File: src/rtl/fm25l16_spi_engine_if.sv
// Command handshake between the spi_mem arbiter and the FM25L16 SPI engine.
// The arbiter drives the master modport; the engine implements the slave modport.
interface fm25l16_spi_engine_if;
  logic        start;
  logic        ready;
  logic [1:0]  op;
  logic [10:0] addr;
  logic [7:0]  wr_data;
  logic [7:0]  rd_data;
  logic        done;

  modport master (
    output start, op, addr, wr_data,
    input  ready, rd_data, done
  );

  modport slave (
    input  start, op, addr, wr_data,
    output ready, rd_data, done
  );
endinterface

File: src/rtl/fm25l16_spi_engine.sv
// FM25L16 FRAM SPI mode-0 transaction engine.
// Takes one command per accepted start, shifts opcode/address/data MSB-first,
// captures the READ data byte and pulses done once the chip-select gap has elapsed.
// Build option FM25_AUTO_WREN_EN: a WRITE is automatically preceded by its own
// WREN frame and a chip-select gap, with a single done at the very end.
module fm25l16_spi_engine #(
  parameter int CLK_DIV     = 2,
  parameter int CS_HIGH_CYC = 2
) (
  input  logic                 clk,
  input  logic                 rst,
  fm25l16_spi_engine_if.slave  cmd,
  output logic                 spi_clk,
  output logic                 spi_cs,
  output logic                 spi_so,
  input  logic                 spi_si
);

`ifdef FM25_AUTO_WREN_EN
  localparam bit AUTO_WREN = 1'b1;
`else
  localparam bit AUTO_WREN = 1'b0;
`endif

  localparam logic [1:0]  OP_READ  = 2'b00;
  localparam logic [1:0]  OP_WRITE = 2'b01;
  localparam logic [1:0]  OP_WREN  = 2'b10;
  localparam logic [15:0] DIV_LAST = 16'(CLK_DIV - 1);
  localparam logic [15:0] GAP_LAST = 16'(CS_HIGH_CYC - 1);

  typedef enum logic [2:0] {
    IDLE, PRE_WREN, GAP, SHIFT, CS_TAIL, GAP_END, DONE
  } state_t;

  state_t      state, state_next;
  logic [1:0]  cmd_op;
  logic [10:0] cmd_addr;
  logic [7:0]  cmd_data;
  logic [15:0] div_cnt;
  logic [15:0] gap_cnt;
  logic [5:0]  bit_cnt;
  logic [5:0]  frame_len;
  logic [31:0] shift_out;
  logic [7:0]  shift_in;
  logic [7:0]  rd_data_q;
  logic        accept;
  logic        tick;
  logic        prefix_now;
  logic        frame_load;
  logic [31:0] load_word;
  logic [5:0]  load_bits;

  // Complete frame contents, opcode always left-aligned in the top byte
  function automatic logic [31:0] frame_word(input logic [1:0] o, input logic [10:0] a,
                                             input logic [7:0] d);
    case (o)
      OP_READ:  frame_word = {8'h03, 5'b0, a, 8'h00};
      OP_WRITE: frame_word = {8'h02, 5'b0, a, d};
      OP_WREN:  frame_word = {8'h06, 24'h0};
      default:  frame_word = {8'h04, 24'h0};
    endcase
  endfunction

  function automatic logic [5:0] frame_bits(input logic [1:0] o);
    frame_bits = (o == OP_READ || o == OP_WRITE) ? 6'd32 : 6'd8;
  endfunction

  assign accept     = cmd.start && (state == IDLE || state == DONE);
  assign tick       = (div_cnt == DIV_LAST);
  assign prefix_now = AUTO_WREN && (cmd.op == OP_WRITE);
  assign frame_load = accept || (state == GAP && state_next == SHIFT);

  // Choose the next frame: fresh command at accept, latched command after the WREN gap
  always_comb begin
    load_word = frame_word(cmd_op, cmd_addr, cmd_data);
    load_bits = frame_bits(cmd_op);
    if (state == IDLE || state == DONE) begin
      if (prefix_now) begin
        load_word = {8'h06, 24'h0};
        load_bits = 6'd8;
      end else begin
        load_word = frame_word(cmd.op, cmd.addr, cmd.wr_data);
        load_bits = frame_bits(cmd.op);
      end
    end
  end

  // State register
  always_ff @(posedge clk) begin
    if (rst) state <= IDLE;
    else     state <= state_next;
  end

  // Next-state sequencing through frame, tail and chip-select gap
  always_comb begin
    state_next = state;
    case (state)
      IDLE, DONE: begin
        if (accept) state_next = prefix_now ? PRE_WREN : SHIFT;
        else        state_next = IDLE;
      end
      PRE_WREN: if (tick && !spi_clk && bit_cnt == frame_len) state_next = GAP;
      GAP:      if (gap_cnt == GAP_LAST) state_next = SHIFT;
      SHIFT:    if (tick && spi_clk && bit_cnt == frame_len - 6'd1) state_next = CS_TAIL;
      CS_TAIL:  if (tick) state_next = GAP_END;
      GAP_END:  if (gap_cnt == GAP_LAST) state_next = DONE;
      default:  state_next = IDLE;
    endcase
  end

  // Handshake outputs follow the state directly
  always_comb begin
    cmd.ready   = (state == IDLE) || (state == DONE);
    cmd.done    = (state == DONE);
    cmd.rd_data = rd_data_q;
  end

  // SPI pin timing, shift registers and command latch
  always_ff @(posedge clk) begin
    if (rst) begin
      cmd_op    <= 2'b00;
      cmd_addr  <= 11'h000;
      cmd_data  <= 8'h00;
      div_cnt   <= 16'h0;
      gap_cnt   <= 16'h0;
      bit_cnt   <= 6'd0;
      frame_len <= 6'd0;
      shift_out <= 32'h0;
      shift_in  <= 8'h00;
      rd_data_q <= 8'h00;
      spi_clk   <= 1'b0;
      spi_cs    <= 1'b1;
      spi_so    <= 1'b0;
    end else begin
      if ((state == PRE_WREN || state == SHIFT || state == CS_TAIL) && !tick)
        div_cnt <= div_cnt + 16'd1;
      else
        div_cnt <= 16'h0;

      if ((state == GAP || state == GAP_END) && state_next == state)
        gap_cnt <= gap_cnt + 16'd1;
      else
        gap_cnt <= 16'h0;

      if (accept) begin
        cmd_op   <= cmd.op;
        cmd_addr <= cmd.addr;
        cmd_data <= cmd.wr_data;
      end

      if (frame_load) begin
        shift_out <= load_word;
        frame_len <= load_bits;
        bit_cnt   <= 6'd0;
        spi_clk   <= 1'b0;
        spi_cs    <= 1'b0;
        spi_so    <= load_word[31];
      end else if ((state == PRE_WREN || state == SHIFT) && tick) begin
        if (spi_clk) begin
          spi_clk   <= 1'b0;
          bit_cnt   <= bit_cnt + 6'd1;
          shift_out <= {shift_out[30:0], 1'b0};
          spi_so    <= shift_out[30];
        end else if (bit_cnt != frame_len) begin
          spi_clk <= 1'b1;
          if (state == SHIFT && cmd_op == OP_READ && bit_cnt >= 6'd24)
            shift_in <= {shift_in[6:0], spi_si};
        end else begin
          spi_cs <= 1'b1;
          spi_so <= 1'b0;
        end
      end else if (state == CS_TAIL && tick) begin
        spi_cs <= 1'b1;
        spi_so <= 1'b0;
      end

      if (state == GAP_END && state_next == DONE && cmd_op == OP_READ)
        rd_data_q <= shift_in;
    end
  end

endmodule
File: src/flat_wrapper.sv
// flat-port wrapper written by rule: the top's interface ports become plain ports
module fm25l16_spi_engine_flat 
#(
  parameter int CLK_DIV     = 2,
  parameter int CS_HIGH_CYC = 2
)
  (clk, rst, spi_clk, spi_cs, spi_so, spi_si, cmd_start, cmd_op, cmd_addr, cmd_wr_data, cmd_ready, cmd_rd_data, cmd_done);
  fm25l16_spi_engine_if cmd_i ();
  input  logic clk;
  input  logic rst;
  output logic spi_clk;
  output logic spi_cs;
  output logic spi_so;
  input  logic spi_si;
  input wire logic [$bits(cmd_i.start)-1:0] cmd_start;
  input wire logic [$bits(cmd_i.op)-1:0] cmd_op;
  input wire logic [$bits(cmd_i.addr)-1:0] cmd_addr;
  input wire logic [$bits(cmd_i.wr_data)-1:0] cmd_wr_data;
  output wire logic [$bits(cmd_i.ready)-1:0] cmd_ready;
  output wire logic [$bits(cmd_i.rd_data)-1:0] cmd_rd_data;
  output wire logic [$bits(cmd_i.done)-1:0] cmd_done;
  assign cmd_i.start = cmd_start;
  assign cmd_i.op = cmd_op;
  assign cmd_i.addr = cmd_addr;
  assign cmd_i.wr_data = cmd_wr_data;
  assign cmd_ready = cmd_i.ready;
  assign cmd_rd_data = cmd_i.rd_data;
  assign cmd_done = cmd_i.done;
  fm25l16_spi_engine #(.CLK_DIV(CLK_DIV), .CS_HIGH_CYC(CS_HIGH_CYC)) u_core (.clk(clk), .rst(rst), .cmd(cmd_i), .spi_clk(spi_clk), .spi_cs(spi_cs), .spi_so(spi_so), .spi_si(spi_si));
endmodule
File: config.mk
export PLATFORM = sky130hd
export DESIGN_NAME = fm25l16_spi_engine_flat
export DESIGN_NICKNAME = d
export VERILOG_FILES = /design/src/rtl/fm25l16_spi_engine_if.sv /design/src/rtl/fm25l16_spi_engine.sv /design/src/flat_wrapper.sv
export SDC_FILE = /design/constraint.sdc
export NUM_CORES = 1
export LEC_CHECK = 0
export CAP_MARGIN = 20
export CORE_UTILIZATION = 63
export DETAILED_ROUTE_END_ITERATION = 10
export GPL_TIMING_DRIVEN = 1
export PLACE_DENSITY = 0.85
export SETUP_SLACK_MARGIN = 0.15
export SLEW_MARGIN = 20
export SYNTH_ARGS = -nofsm -noshare
export SYNTH_HDL_FRONTEND = slang
export SYNTH_SLANG_ARGS = --single-unit
export TNS_END_PERCENT = 10
File: constraint.sdc
create_clock -name clk -period 3.6 [get_ports clk]
set_clock_uncertainty 0.05 [all_clocks]
set_input_delay 0.72 -clock clk [delete_from_list [all_inputs] [get_ports clk]]
set_output_delay 0.72 -clock clk [all_outputs]
set_load 0.02 [all_outputs]
==> qor.csv <==
metric,value,unit
die_w,92.1,µm
slowest_delay,0.67,ns
firstDrtPassIters,5,
gp_congestion,0.845,
viasPerCell,6.16,
worstSkewPairLatency,0.53,ns
fin_util,77.8,%
syn-cell-area,5110,µm²
critPathBufInv,1,
status,completed,
cts_tree,yes,
p_total,3.29,mW
fillers,554,
h-tree-depth,4,
critPathTopFamily,buffers and inverters,
p_per_area,541,nW/µm²
synth_ff_type,dfxtp_1,
synth-edff-count,0,
ys_ff_latch,114,
syn-num-nets,622,
hold_end,u_core.shift_out[20]$_SDFFE_PP0P_,
drive_gt1_share,9.03,%
finalCritPeriodShare,84.2,%
drt_iter0_markers,369,
dieArea,8480,µm²
reg2reg_slack,0.83,ns
leakagePower,2.01,nW
die_y,92.1,µm
critPathKind,register to output pin,
cp-start-kind,register,
numCtsBuffers,17,
tns,0,ns
root_buffer,clkbuf_8,
r2r_start,u_core.div_cnt[0]$_SDFF_PP0_,
final_nets,649,
dp_hpwl,7.45,mm
crit_required,2.83,ns
worst_hold_slack,0.404,ns
arrival,2.26,ns
hold_start,u_core.shift_out[19]$_SDFFE_PP0P_,
rsz0062_at_grt,false,
wl_per_cell,16.2,µm
yosysSeqAreaShare,44.6,%
cp_cell_sequence,xor2_1 > nor2_1 > clkdlybuf4s50_1,
dr_total_vias,4518,
synth_area_per_cell,8.65,µm²
cts_setup_buffers,0,
yosys_warnings,0,
end_kind,output pin,
syn2layout_area_growth,18.7,%
worst-path-max-fanout,10,
antenna_cells,0,
r2r_end,u_core.shift_in[0]$_SDFFE_PP0P_,
hold_class,register to register,
clock.fmax,330,MHz
ioPinCount,38,
clock_path_buffers,2,
slowest_stage,clkdlybuf4s50_1,
grt.total_usage,29.4,%
period_needed,3.03,ns
port-buffer-count,37,
ant_nets,0,
grt_pass1_vias,4264,
maxCapViolations,0,
setup-violations-final,0,
synthArstFlopShare,0,%
wl,11.9,mm
synthCells,591,
tightest_slew,0.832,ns
start_util,65.5,%
cts.sinks,114,
vdd_drop_max,0.386,mV
core,7810,µm²
finalMaxSlewViolations,0,
worstHoldPathCells,2,
rows,32,
timing_hold_violations_final,0,
drc_errors,0,
cts_resized,0,
grt_pass1_wl,19.9,mm
reg2reg_depth,6,
cts_hold_buf,0,
slew_headroom,44.4,%
grt_overflow,0,
clk_pin_slew,0.06,ns
antenna_found_initial,0,
yosysUniqueCellTypes,58,
grt_max_degree,35,
flip-flops by register name (all words and copies together), names as in the netlist, 6 cells and up:
register / flops
u_core.div_cnt: 16
u_core.bit_cnt: 6
u_core.shift_out: 31
u_core.cmd_addr: 11
u_core.gap_cnt: 16
u_core.cmd.rd_data: 8
u_core.shift_in: 8
u_core.cmd_data: 8
synthesized netlist by cell type (5+ instances only):
master    count  share of area (%)
dfxtp_1     114                 45
inv_1        13               0.95
a22oi_1      20                2.9
nand2_1      67                4.9
a32o_1        8                1.6
nor4_1       11                1.3
nor2_1       52                3.8
a22o_1       11                1.9
nand4_1       7               0.86
clkbuf_1     27                2.0
nand3_1      46                4.5
o21ai_0       7               0.69
mux2i_1      19                3.7
xor2_1       12                2.1
ha_1          6                1.5
xnor2_1      19                3.3
or3_1         5               0.61
a21oi_1      62                6.1
nor3_1       17                1.7
worst reg2reg max path, cell delays in order, from the launching register on:
cell and delay, ns:
dfxtp_1 0.41, ha_1 0.22, nor4b_1 0.37, nand4_2 0.40, nor4_4 0.83, mux2i_1 0.30, nor2_1 0.06
where the power goes:
part	total [mW]	leakage [nW]	internal, mW	switching (mW)
combinational	0.354	0.819	0.131	0.223
sequential	1.35	0.923	1.31	0.0408
clock	1.58	0.271	0.960	0.623
final cells by class:
cell class,instances,area [µm²],area share (%)
sequential,114,2280,37.6
clock inverter,13,128,2.10
tap,102,128,2.10
multi-input combinational,426,2610,43.0
timing repair buffer,46,433,7.13
inverter,13,48.8,0.804
clock buffer,19,442,7.28
placed cells by master, fill, tap and decap left out, drive strengths merged, types with 5 or more instances in the layout:
cell type      count
a21oi             63
a22o              11
a22oi             20
a32o               8
buf               10
clkbuf            19
clkdlybuf4s50     36
clkinv             6
dfxtp            114
ha                 6
inv               16
mux2i             19
nand2             67
nand3             46
nand4              8
nor2              53
nor3              17
nor4              13
o21ai              8
or3                5
xnor2             19
xor2              12
worst max path at each step:
stage	start	to	slack (ns)	depth (start not counted)
2_1_floorplan	u_core.state[1]$_SDFF_PP0_	u_core.shift_in[6]$_SDFFE_PP0P_	1.57	6
3_3_place_gp	cmd_start	u_core.shift_out[7]$_SDFFE_PP0P_	0.86	7
3_5_place_dp	cmd_start	u_core.shift_out[12]$_SDFFE_PP0P_	0.75	7
4_1_cts	u_core.state[1]$_SDFF_PP0_	cmd_ready	0.57	3
5_1_grt	u_core.state[1]$_SDFF_PP0_	cmd_ready	0.45	3
6_report	u_core.state[1]$_SDFF_PP0_	cmd_ready	0.57	3
metrics by stage:
step                      std cells  worst slack, ns  instance area, µm²
after global placement          701            0.855                5500
after detailed placement        701            0.746                5500
final                           733            0.570                6070
after global routing            733            0.446                6070
after CTS                       733            0.575                6070
after floorplan                 591             1.57                5110
per-layer routing:
| metal | share of wire [%] | track usage (%) | vias to the layer above |
|---|---|---|---|
| met2 | 49 | 46.8 | 145 |
| li1 | - | - | 2163 |
| met3 | 5.4 | 8.54 | 25 |
| met5 | 0 | 0 | - |
| met1 | 44 | 37.6 | 2185 |
| met4 | 2.1 | 11.2 | 0 |
logic make-up after synthesis:
family | synth area share (%)
and+or+nand+nor | 23.7
AOI/OAI and AO/OA | 16.5
DFF | 44.6
buffers and inverters | 4.70
xor gates and xnor gates | 5.31
muxes | 3.72
adders and majority gates | 1.47
(Power assumes the default switching activity.)
